<file path="src/rtl/cpu_pkg.sv">
// Shared core definitions: redirect priorities, default vectors and the PC bus width.
`ifndef CPU_PKG_PC_BUS
`define CPU_PKG_PC_BUS
`define PC_BUS 32
`endif

package cpu_pkg;

  localparam int unsigned PC_BUS_W = `PC_BUS;
  localparam logic [31:0] EXC_VECTOR_DEFAULT = 32'h0000_0180;

  // Encoded so that a larger value means a higher redirect priority.
  typedef enum logic [2:0] {
    REDIR_NONE = 3'd0,
    REDIR_RET  = 3'd1,
    REDIR_BR   = 3'd2,
    REDIR_ERET = 3'd3,
    REDIR_EXC  = 3'd4
  } redir_e;

endpackage

</file>
<file path="src/rtl/fetch_pc_gen_if.sv">
// Fetch PC generator bus: pipeline controls and redirects in, fetch request and RAS status out.
interface fetch_pc_gen_if
  import cpu_pkg::*;
#(
  parameter int unsigned PC_WIDTH = PC_BUS_W
);
  logic                stall;
  logic                fetch_ready;
  logic                exc_valid;
  logic                eret_valid;
  logic [PC_WIDTH-1:0] eret_target;
  logic                br_valid;
  logic [PC_WIDTH-1:0] br_target;
  logic                call_valid;
  logic [PC_WIDTH-1:0] call_ret_addr;
  logic                ret_valid;
  logic [PC_WIDTH-1:0] pc_out;
  logic                pc_valid;
  logic                ras_empty;
  logic                ret_miss;

  modport master (
    output stall, fetch_ready, exc_valid, eret_valid, eret_target,
           br_valid, br_target, call_valid, call_ret_addr, ret_valid,
    input  pc_out, pc_valid, ras_empty, ret_miss
  );

  modport slave (
    input  stall, fetch_ready, exc_valid, eret_valid, eret_target,
           br_valid, br_target, call_valid, call_ret_addr, ret_valid,
    output pc_out, pc_valid, ras_empty, ret_miss
  );
endinterface

</file>
<file path="src/rtl/pc_ras.sv">
// Circular return-address stack with saturating occupancy; oldest entry is overwritten when full.
module pc_ras #(
  parameter int unsigned PC_WIDTH  = 32,
  parameter int unsigned RAS_DEPTH = 4
) (
  input  logic                clk,
  input  logic                reset,
  input  logic                push,
  input  logic                pop,
  input  logic [PC_WIDTH-1:0] push_addr,
  output logic [PC_WIDTH-1:0] top_c,
  output logic                avail_c,
  output logic                empty,
  output logic                ret_miss
);
  localparam int unsigned PTR_W = $clog2(RAS_DEPTH);
  localparam int unsigned CNT_W = PTR_W + 1;

  logic [PC_WIDTH-1:0] mem [RAS_DEPTH];
  logic [PTR_W-1:0]    top, top_next, wr_idx;
  logic [CNT_W-1:0]    count, count_next;
  logic                do_pop;

  always_comb begin
    avail_c    = (count != '0);
    top_c      = mem[top];
    do_pop     = pop & avail_c;
    top_next   = top;
    count_next = count;
    wr_idx     = top + PTR_W'(1);
    if (push && do_pop) begin
      // Call and return together: replace the top in place, occupancy unchanged.
      wr_idx = top;
    end else if (push) begin
      top_next   = top + PTR_W'(1);
      count_next = (count == CNT_W'(RAS_DEPTH)) ? count : count + CNT_W'(1);
    end else if (do_pop) begin
      top_next   = top - PTR_W'(1);
      count_next = count - CNT_W'(1);
    end
  end

  // Entry storage carries no reset; contents are meaningless while count is zero.
  always_ff @(posedge clk) begin
    if (push) mem[wr_idx] <= push_addr;
  end

  always_ff @(posedge clk or posedge reset) begin
    if (reset) begin
      top      <= '0;
      count    <= '0;
      empty    <= 1'b1;
      ret_miss <= 1'b0;
    end else begin
      top      <= top_next;
      count    <= count_next;
      empty    <= (count_next == '0);
      ret_miss <= pop & ~avail_c;
    end
  end
endmodule

</file>
<file path="src/rtl/fetch_pc_gen.sv">
// Fetch PC register with prioritised redirect select, held-redirect register and RAS return prediction.
module fetch_pc_gen
  import cpu_pkg::*;
#(
  parameter int unsigned          PC_WIDTH     = PC_BUS_W,
  parameter logic [PC_WIDTH-1:0]  RESET_VECTOR = '0,
  parameter logic [PC_WIDTH-1:0]  EXC_VECTOR   = PC_WIDTH'(EXC_VECTOR_DEFAULT),
  parameter int unsigned          STEP         = 4,
  parameter int unsigned          RAS_DEPTH    = 4
) (
  input  logic          clk,
  input  logic          reset,
  fetch_pc_gen_if.slave bus
);
  localparam logic [PC_WIDTH-1:0] ALIGN_MASK = ~PC_WIDTH'(STEP - 1);
  localparam logic [PC_WIDTH-1:0] STEP_W     = PC_WIDTH'(STEP);

  logic [PC_WIDTH-1:0] pc, pend_tgt, live_tgt, cand_tgt, ras_top_c;
  redir_e              pend_pri, live_pri, cand_pri;
  logic                pc_valid, adv_c, take_live_c, ras_avail_c, ras_empty, ret_miss;

  pc_ras #(
    .PC_WIDTH  (PC_WIDTH),
    .RAS_DEPTH (RAS_DEPTH)
  ) u_ras (
    .clk       (clk),
    .reset     (reset),
    .push      (bus.call_valid),
    .pop       (bus.ret_valid),
    .push_addr (bus.call_ret_addr),
    .top_c     (ras_top_c),
    .avail_c   (ras_avail_c),
    .empty     (ras_empty),
    .ret_miss  (ret_miss)
  );

  // Live source select, then arbitration against the held redirect (ties favour live).
  always_comb begin
    live_pri = REDIR_NONE;
    live_tgt = '0;
    if (bus.exc_valid) begin
      live_pri = REDIR_EXC;
      live_tgt = EXC_VECTOR;
    end else if (bus.eret_valid) begin
      live_pri = REDIR_ERET;
      live_tgt = bus.eret_target;
    end else if (bus.br_valid) begin
      live_pri = REDIR_BR;
      live_tgt = bus.br_target;
    end else if (bus.ret_valid && ras_avail_c) begin
      live_pri = REDIR_RET;
      live_tgt = ras_top_c;
    end
    live_tgt    = live_tgt & ALIGN_MASK;
    take_live_c = (live_pri != REDIR_NONE) && (live_pri >= pend_pri);
    cand_pri    = take_live_c ? live_pri : pend_pri;
    cand_tgt    = take_live_c ? live_tgt : pend_tgt;
    adv_c       = pc_valid & ~bus.stall & bus.fetch_ready;
  end

  always_ff @(posedge clk or posedge reset) begin
    if (reset) begin
      pc       <= RESET_VECTOR;
      pc_valid <= 1'b0;
      pend_pri <= REDIR_NONE;
      pend_tgt <= '0;
    end else begin
      pc_valid <= 1'b1;
      if (adv_c) begin
        pc       <= (cand_pri != REDIR_NONE) ? cand_tgt : pc + STEP_W;
        pend_pri <= REDIR_NONE;
        pend_tgt <= '0;
      end else if (take_live_c) begin
        pend_pri <= live_pri;
        pend_tgt <= live_tgt;
      end
    end
  end

  assign bus.pc_out    = pc;
  assign bus.pc_valid  = pc_valid;
  assign bus.ras_empty = ras_empty;
  assign bus.ret_miss  = ret_miss;
endmodule
</file>
<file path="src/flat_wrapper.sv">
// flat-port wrapper written by rule: the top's interface ports become plain ports
module fetch_pc_gen_flat import cpu_pkg::*;
#(
  parameter int unsigned          PC_WIDTH     = PC_BUS_W,
  parameter logic [PC_WIDTH-1:0]  RESET_VECTOR = '0,
  parameter logic [PC_WIDTH-1:0]  EXC_VECTOR   = PC_WIDTH'(EXC_VECTOR_DEFAULT),
  parameter int unsigned          STEP         = 4,
  parameter int unsigned          RAS_DEPTH    = 4
)
  (clk, reset, bus_stall, bus_fetch_ready, bus_exc_valid, bus_eret_valid, bus_eret_target, bus_br_valid, bus_br_target, bus_call_valid, bus_call_ret_addr, bus_ret_valid, bus_pc_out, bus_pc_valid, bus_ras_empty, bus_ret_miss);
  fetch_pc_gen_if #(.PC_WIDTH(PC_WIDTH)) bus_i ();
  input  logic clk;
  input  logic reset;
  input wire logic [$bits(bus_i.stall)-1:0] bus_stall;
  input wire logic [$bits(bus_i.fetch_ready)-1:0] bus_fetch_ready;
  input wire logic [$bits(bus_i.exc_valid)-1:0] bus_exc_valid;
  input wire logic [$bits(bus_i.eret_valid)-1:0] bus_eret_valid;
  input wire logic [$bits(bus_i.eret_target)-1:0] bus_eret_target;
  input wire logic [$bits(bus_i.br_valid)-1:0] bus_br_valid;
  input wire logic [$bits(bus_i.br_target)-1:0] bus_br_target;
  input wire logic [$bits(bus_i.call_valid)-1:0] bus_call_valid;
  input wire logic [$bits(bus_i.call_ret_addr)-1:0] bus_call_ret_addr;
  input wire logic [$bits(bus_i.ret_valid)-1:0] bus_ret_valid;
  output wire logic [$bits(bus_i.pc_out)-1:0] bus_pc_out;
  output wire logic [$bits(bus_i.pc_valid)-1:0] bus_pc_valid;
  output wire logic [$bits(bus_i.ras_empty)-1:0] bus_ras_empty;
  output wire logic [$bits(bus_i.ret_miss)-1:0] bus_ret_miss;
  assign bus_i.stall = bus_stall;
  assign bus_i.fetch_ready = bus_fetch_ready;
  assign bus_i.exc_valid = bus_exc_valid;
  assign bus_i.eret_valid = bus_eret_valid;
  assign bus_i.eret_target = bus_eret_target;
  assign bus_i.br_valid = bus_br_valid;
  assign bus_i.br_target = bus_br_target;
  assign bus_i.call_valid = bus_call_valid;
  assign bus_i.call_ret_addr = bus_call_ret_addr;
  assign bus_i.ret_valid = bus_ret_valid;
  assign bus_pc_out = bus_i.pc_out;
  assign bus_pc_valid = bus_i.pc_valid;
  assign bus_ras_empty = bus_i.ras_empty;
  assign bus_ret_miss = bus_i.ret_miss;
  fetch_pc_gen #(.PC_WIDTH(PC_WIDTH), .RESET_VECTOR(RESET_VECTOR), .EXC_VECTOR(EXC_VECTOR), .STEP(STEP), .RAS_DEPTH(RAS_DEPTH)) u_core (.clk(clk), .reset(reset), .bus(bus_i));
endmodule
</file>
<file path="config.mk">
export PLATFORM = sky130hd
export DESIGN_NAME = fetch_pc_gen_flat
export DESIGN_NICKNAME = d
export VERILOG_FILES = /design/src/rtl/cpu_pkg.sv /design/src/rtl/fetch_pc_gen_if.sv /design/src/rtl/pc_ras.sv /design/src/rtl/fetch_pc_gen.sv /design/src/flat_wrapper.sv
export SDC_FILE = /design/constraint.sdc
export NUM_CORES = 1
export LEC_CHECK = 0
export ABC_AREA = 0
export CAP_MARGIN = 5
export CORE_UTILIZATION = 48
export DETAILED_ROUTE_END_ITERATION = 10
export HOLD_SLACK_MARGIN = 0.15
export PLACE_DENSITY = 0.82
export SYNTH_ARGS = -nofsm -noshare
export SYNTH_HDL_FRONTEND = slang
export SYNTH_SLANG_ARGS = --single-unit
</file>
<file path="constraint.sdc">
create_clock -name clk -period 3.5 [get_ports clk]
set_clock_uncertainty 0.15 [all_clocks]
set_input_delay 0.7 -clock clk [delete_from_list [all_inputs] [get_ports clk]]
set_output_delay 0.7 -clock clk [all_outputs]
set_load 0.02 [all_outputs]
</file>
==> impl_metrics.csv <==
group,metric,value,unit
timing,setup_viol,0,
worst_setup_path,worst_setup_path_startpoint,"u_core.u_ras.count[0]",
worst_setup_path,timing.critical_path.to_type,"flop",
worst_setup_path,path_common_cell,"sky130_fd_sc_hd__ha_1",
floorplanning,design.die.area,18500,µm²
worst_setup_path,worstSetupStartpointType,"flop",
synthesis,yosys_most_used_dff,"sky130_fd_sc_hd__edfxtp_1",
timing,setup-tns-final,0,ns
global_routing,global_route.usage.total,23.7,%
timing,worst-slew-pin-transition,0.692,ns
final_layout,final_layout_size_suffix_gt1_share,15.0,%
worst_hold_path,holdCritPathClass,"flop to flop",
clock_tree,insertion_delay,0.43,ns
timing,hold-worst-slack,0.364,ns
worst_setup_path,timing.critical_path.cells,"inv_1, ha_1, nand2b_1, nor3b_2, o21bai_1, ha_1, nor2b_1, o21ai_2, o2bb2ai_1, o211ai_2, buf_12, or4_1, o221ai_1",
synthesis,netlist_instances,609,
global_routing,grt_first_pass_wirelength,32500,µm
synthesis,share_of_yosys_cell_area_claimed_by_the_top_area_cell_type,41.8,%
synthesis,synth-async-reset-ratio,38.5,%
synthesis,yosysWarningCount,0,
power_and_ir_drop,power.clock.fraction,23.1,%
floorplanning,initial_utilization,49.4,%
synthesis,synth.net_count,722,
synthesis,top_count_cell_post_synth,"sky130_fd_sc_hd__edfxtp_1",
final_layout,diodes,0,
synthesis,syn-mean-instance-area,14.1,µm²
global_routing,grt_pass1_vias,5936,
drt,detail_route.wl_per_cell,20.6,µm
floorplanning,core,17400,µm²
clock_tree,tritoncts,"yes",
placement,io_buffers,133,
floorplanning,die-height,136,µm
worst_setup_path,worst_r2r_path_depth,13,
floorplanning,floorplan.die.width,136,µm
global_routing,globalRoute.totalOverflow,0,
worst_setup_path,critPathArrivalTime,3.43,ns
outcome,outcome,"finished clean",
global_routing,grt_max_degree,46,
timing,max_freq,0.309,GHz
timing,rsz0062_at_grt,"no",
worst_setup_path,reg2reg_setup_slack,0.26,ns
synthesis,cell_accounting_for_the_most_synthesized_area,"sky130_fd_sc_hd__edfxtp_1",
clock_tree,clkSinkCount,195,
floorplanning,io_pins,140,
synthesis,yosysUniqueCellTypes,55,
drt,drt_first_iter_violations,567,
clock_tree,post_cts_buffers,0,
floorplanning,row_cnt,48,
worst_setup_path,cp_slowest_cell,"sky130_fd_sc_hd__or4_1",
clock_tree,cts_buffers,17,
final_layout,syn2layout_area_growth,28.4,%
timing,hold_viol_final,0,
drt,drt_first_pass_iters,5,
timing,final_min_period_over_clock_period,92.5,%
drt,num_vias,5961,
drt,detail-route-antenna-nets,0,
power_and_ir_drop,total_power,8.33,mW
placement,place.gp.congestion,0.858,
synthesis,synth.top_cells.by_count,"sky130_fd_sc_hd__edfxtp_1 (120), sky130_fd_sc_hd__dfrtp_1 (74), sky130_fd_sc_hd__nor2_1 (45), sky130_fd_sc_hd__o21ai_0 (36), sky130_fd_sc_hd__mux4_2 (30)",
power_and_ir_drop,combinationalPowerShare,34.9,%
global_routing,gr-max-usage-layer,"met2",
synthesis,post_synth_edffs,120,
power_and_ir_drop,pwr_density_cell,753,nW/µm²
global_routing,met2_track_utilization_from_global_routing,38.6,%
timing,slew_violations,0,
timing,max-slew-margin-rel,53.8,%
final_layout,number_of_nets_in_the_layout,874,
clock_tree,h-tree-depth,4,
synthesis,synthTopCellsByArea,"sky130_fd_sc_hd__edfxtp_1 (42%), sky130_fd_sc_hd__dfrtp_1 (22%), sky130_fd_sc_hd__mux4_2 (7.8%)",
synthesis,post_synth_instance_area,8610,µm²
worst_setup_path,crit_path_end,"u_core.bus.pc_out[30]",
worst_setup_path,critical_path.reg2reg.endpoint,"u_core.bus.pc_out[30]",
synthesis,synth.yosys.seq_area_share,63.7,%
timing,final_period_minus_worst_setup_slack,3.24,ns
power_and_ir_drop,leakagePower,4.20,nW
power_and_ir_drop,net_sw_power,2.85,mW
global_routing,met1_usage,31.9,%
worst_setup_path,critPathKind,"flop to flop",
worst_setup_path,worst_ep_required_time,3.70,ns
power_and_ir_drop,share_seq_of_total_power,42.0,%
placement,dp.final_hpwl,14900,µm
clock_tree,clk_pin_slew,0.07,ns
power_and_ir_drop,irDropWorstVdd,429,µV
global_routing,antenna_found_initial,0,
drt,drcViolationCount,0,
clock_tree,clock_tree.buffer_depth,2,
worst_setup_path,critical-path-max-stage-delay,0.53,ns
job,maxCapViolCount,0,
worst_setup_path,timing.rr.start,"u_core.u_ras.count[0]",
drt,drt-vias-per-instance,5.97,
clock_tree,cts.hold.buffers_added,0,
global_routing,gr-usage-met3,4.36,%
clock_tree,cts_root_buf,"sky130_fd_sc_hd__clkbuf_16",
worst_setup_path,cp_max_fo,19,
synthesis,ys_seq_elements,195,
power_and_ir_drop,power.switching_fraction,34.3,%
power_and_ir_drop,power.internal,5.47,mW
drt,final_routed_wirelength_across_all_metal_layers,20600,µm
clock_tree,cts_resized,0,
==> critical path: cells and delay by family, from the launching register on <==
family | cells | cell delay [ns]
buffers and inverters | 2 | 0.26
AO/OA/AOI/OAI | 5 | 0.73
flip-flops | 1 | 0.40
adder cells (fa/ha/maj) | 2 | 0.51
AND/OR/NAND/NOR | 4 | 1.11
==> per-stage QoR <==
stage / util, % / setup slack (ns) / cells / cell area (µm²)
after global routing: 63.5 / 0.0509 / 999 / 11100
after CTS: 63.5 / 0.273 / 999 / 11100
after global placement: 60.0 / 0.0338 / 967 / 10500
after floorplan: - / 0.0136 / 609 / 8610
after detailed placement: 60.0 / -0.114 / 967 / 10500
final: 63.5 / 0.264 / 999 / 11100
==> per-layer routing <==
layer  share of wire, %  routed length [µm]
met2                 49               10200
met1                 42                8640
met4                2.1                 440
met5                  0                   0
met3                6.6                1350
==> flip-flops by register name, summed over array words and instances (netlist names) <==
signal	cells
u_core.u_ras.top	2
u_core.bus.pc_valid	1
u_core.pend_pri	3
u_core.bus.pc_out	32
u_core.u_ras.mem	120
u_core.pend_tgt	32
u_core.u_ras.count	3
u_core.u_ras.empty	1
u_core.u_ras.ret_miss	1
==> worst min path at each step <==
| stage | start | end | slack [ns] | cells after the start |
|---|---|---|---|---|
| CTS | u_core.pend_tgt[1] | u_core.pend_tgt[1] | 0.37 | 1 |
| floorplan | u_core.pend_tgt[5] | u_core.pend_tgt[5] | 0.32 | 2 |
| detailed placement | u_core.pend_tgt[1] | u_core.pend_tgt[1] | 0.35 | 1 |
| global route | u_core.pend_tgt[1] | u_core.pend_tgt[1] | 0.40 | 1 |
| global placement | u_core.bus.pc_out[1] | u_core.bus.pc_out[1] | 0.34 | 2 |
| finish | u_core.pend_tgt[1] | u_core.pend_tgt[1] | 0.36 | 1 |
==> layout by cell type, fill, tap and decap left out, types with 8 or more instances in the layout <==
master	count
sky130_fd_sc_hd__edfxtp_1	120
sky130_fd_sc_hd__nand2b_1	10
sky130_fd_sc_hd__nand2_1	24
sky130_fd_sc_hd__mux4_2	30
sky130_fd_sc_hd__mux2i_1	16
sky130_fd_sc_hd__nor2_1	40
sky130_fd_sc_hd__xnor2_1	8
sky130_fd_sc_hd__a2bb2oi_1	19
sky130_fd_sc_hd__and3_1	9
sky130_fd_sc_hd__nor3_1	8
sky130_fd_sc_hd__buf_4	31
sky130_fd_sc_hd__nand3_1	15
sky130_fd_sc_hd__buf_12	8
sky130_fd_sc_hd__a221o_1	11
sky130_fd_sc_hd__ha_1	8
sky130_fd_sc_hd__inv_1	19
sky130_fd_sc_hd__clkbuf_16	17
sky130_fd_sc_hd__dfrtp_1	73
sky130_fd_sc_hd__clkdlybuf4s50_1	133
sky130_fd_sc_hd__o21ai_0	36
sky130_fd_sc_hd__xor2_1	13
sky130_fd_sc_hd__a221oi_1	22
sky130_fd_sc_hd__a21oi_1	8
==> final cells by class <==
class	instances	area [µm²]
inverters	20	75.1
well taps	225	282
flip-flops and latches	195	5480
multi-input cells	355	2890
clock buffers	17	425
fillers	1274	6360
repair buffers	172	1720
clock inverters	15	179
==> kinds of logic (layout without fill, tap and decap cells) <==
logic type | count (synthesis) | in the layout | share of synthesized area (%)
buffers and inverters | 59 | 224 | 3.04
flip-flops | 195 | 195 | 63.7
other | 1 | 1 | 0.0436
multiplexers | 48 | 48 | 9.97
XOR/XNOR | 21 | 21 | 2.14
adder cells (fa/ha/maj) | 8 | 8 | 1.16
AO/OA/AOI/OAI | 139 | 139 | 12.0
AND/OR/NAND/NOR | 138 | 138 | 8.01
==> power by group through the flow <==
stage                     combinational, mW  sequential (mW)  clock, mW
after floorplan                        1.64             3.57          0
after global placement                 2.83             3.49          0
after detailed placement               2.90             3.54          0
after CTS                              2.92             3.50       1.95
after global routing                   3.13             3.57       2.03
final                                  2.91             3.50       1.92
No activity file was read; power rests on OpenSTA's default activity.
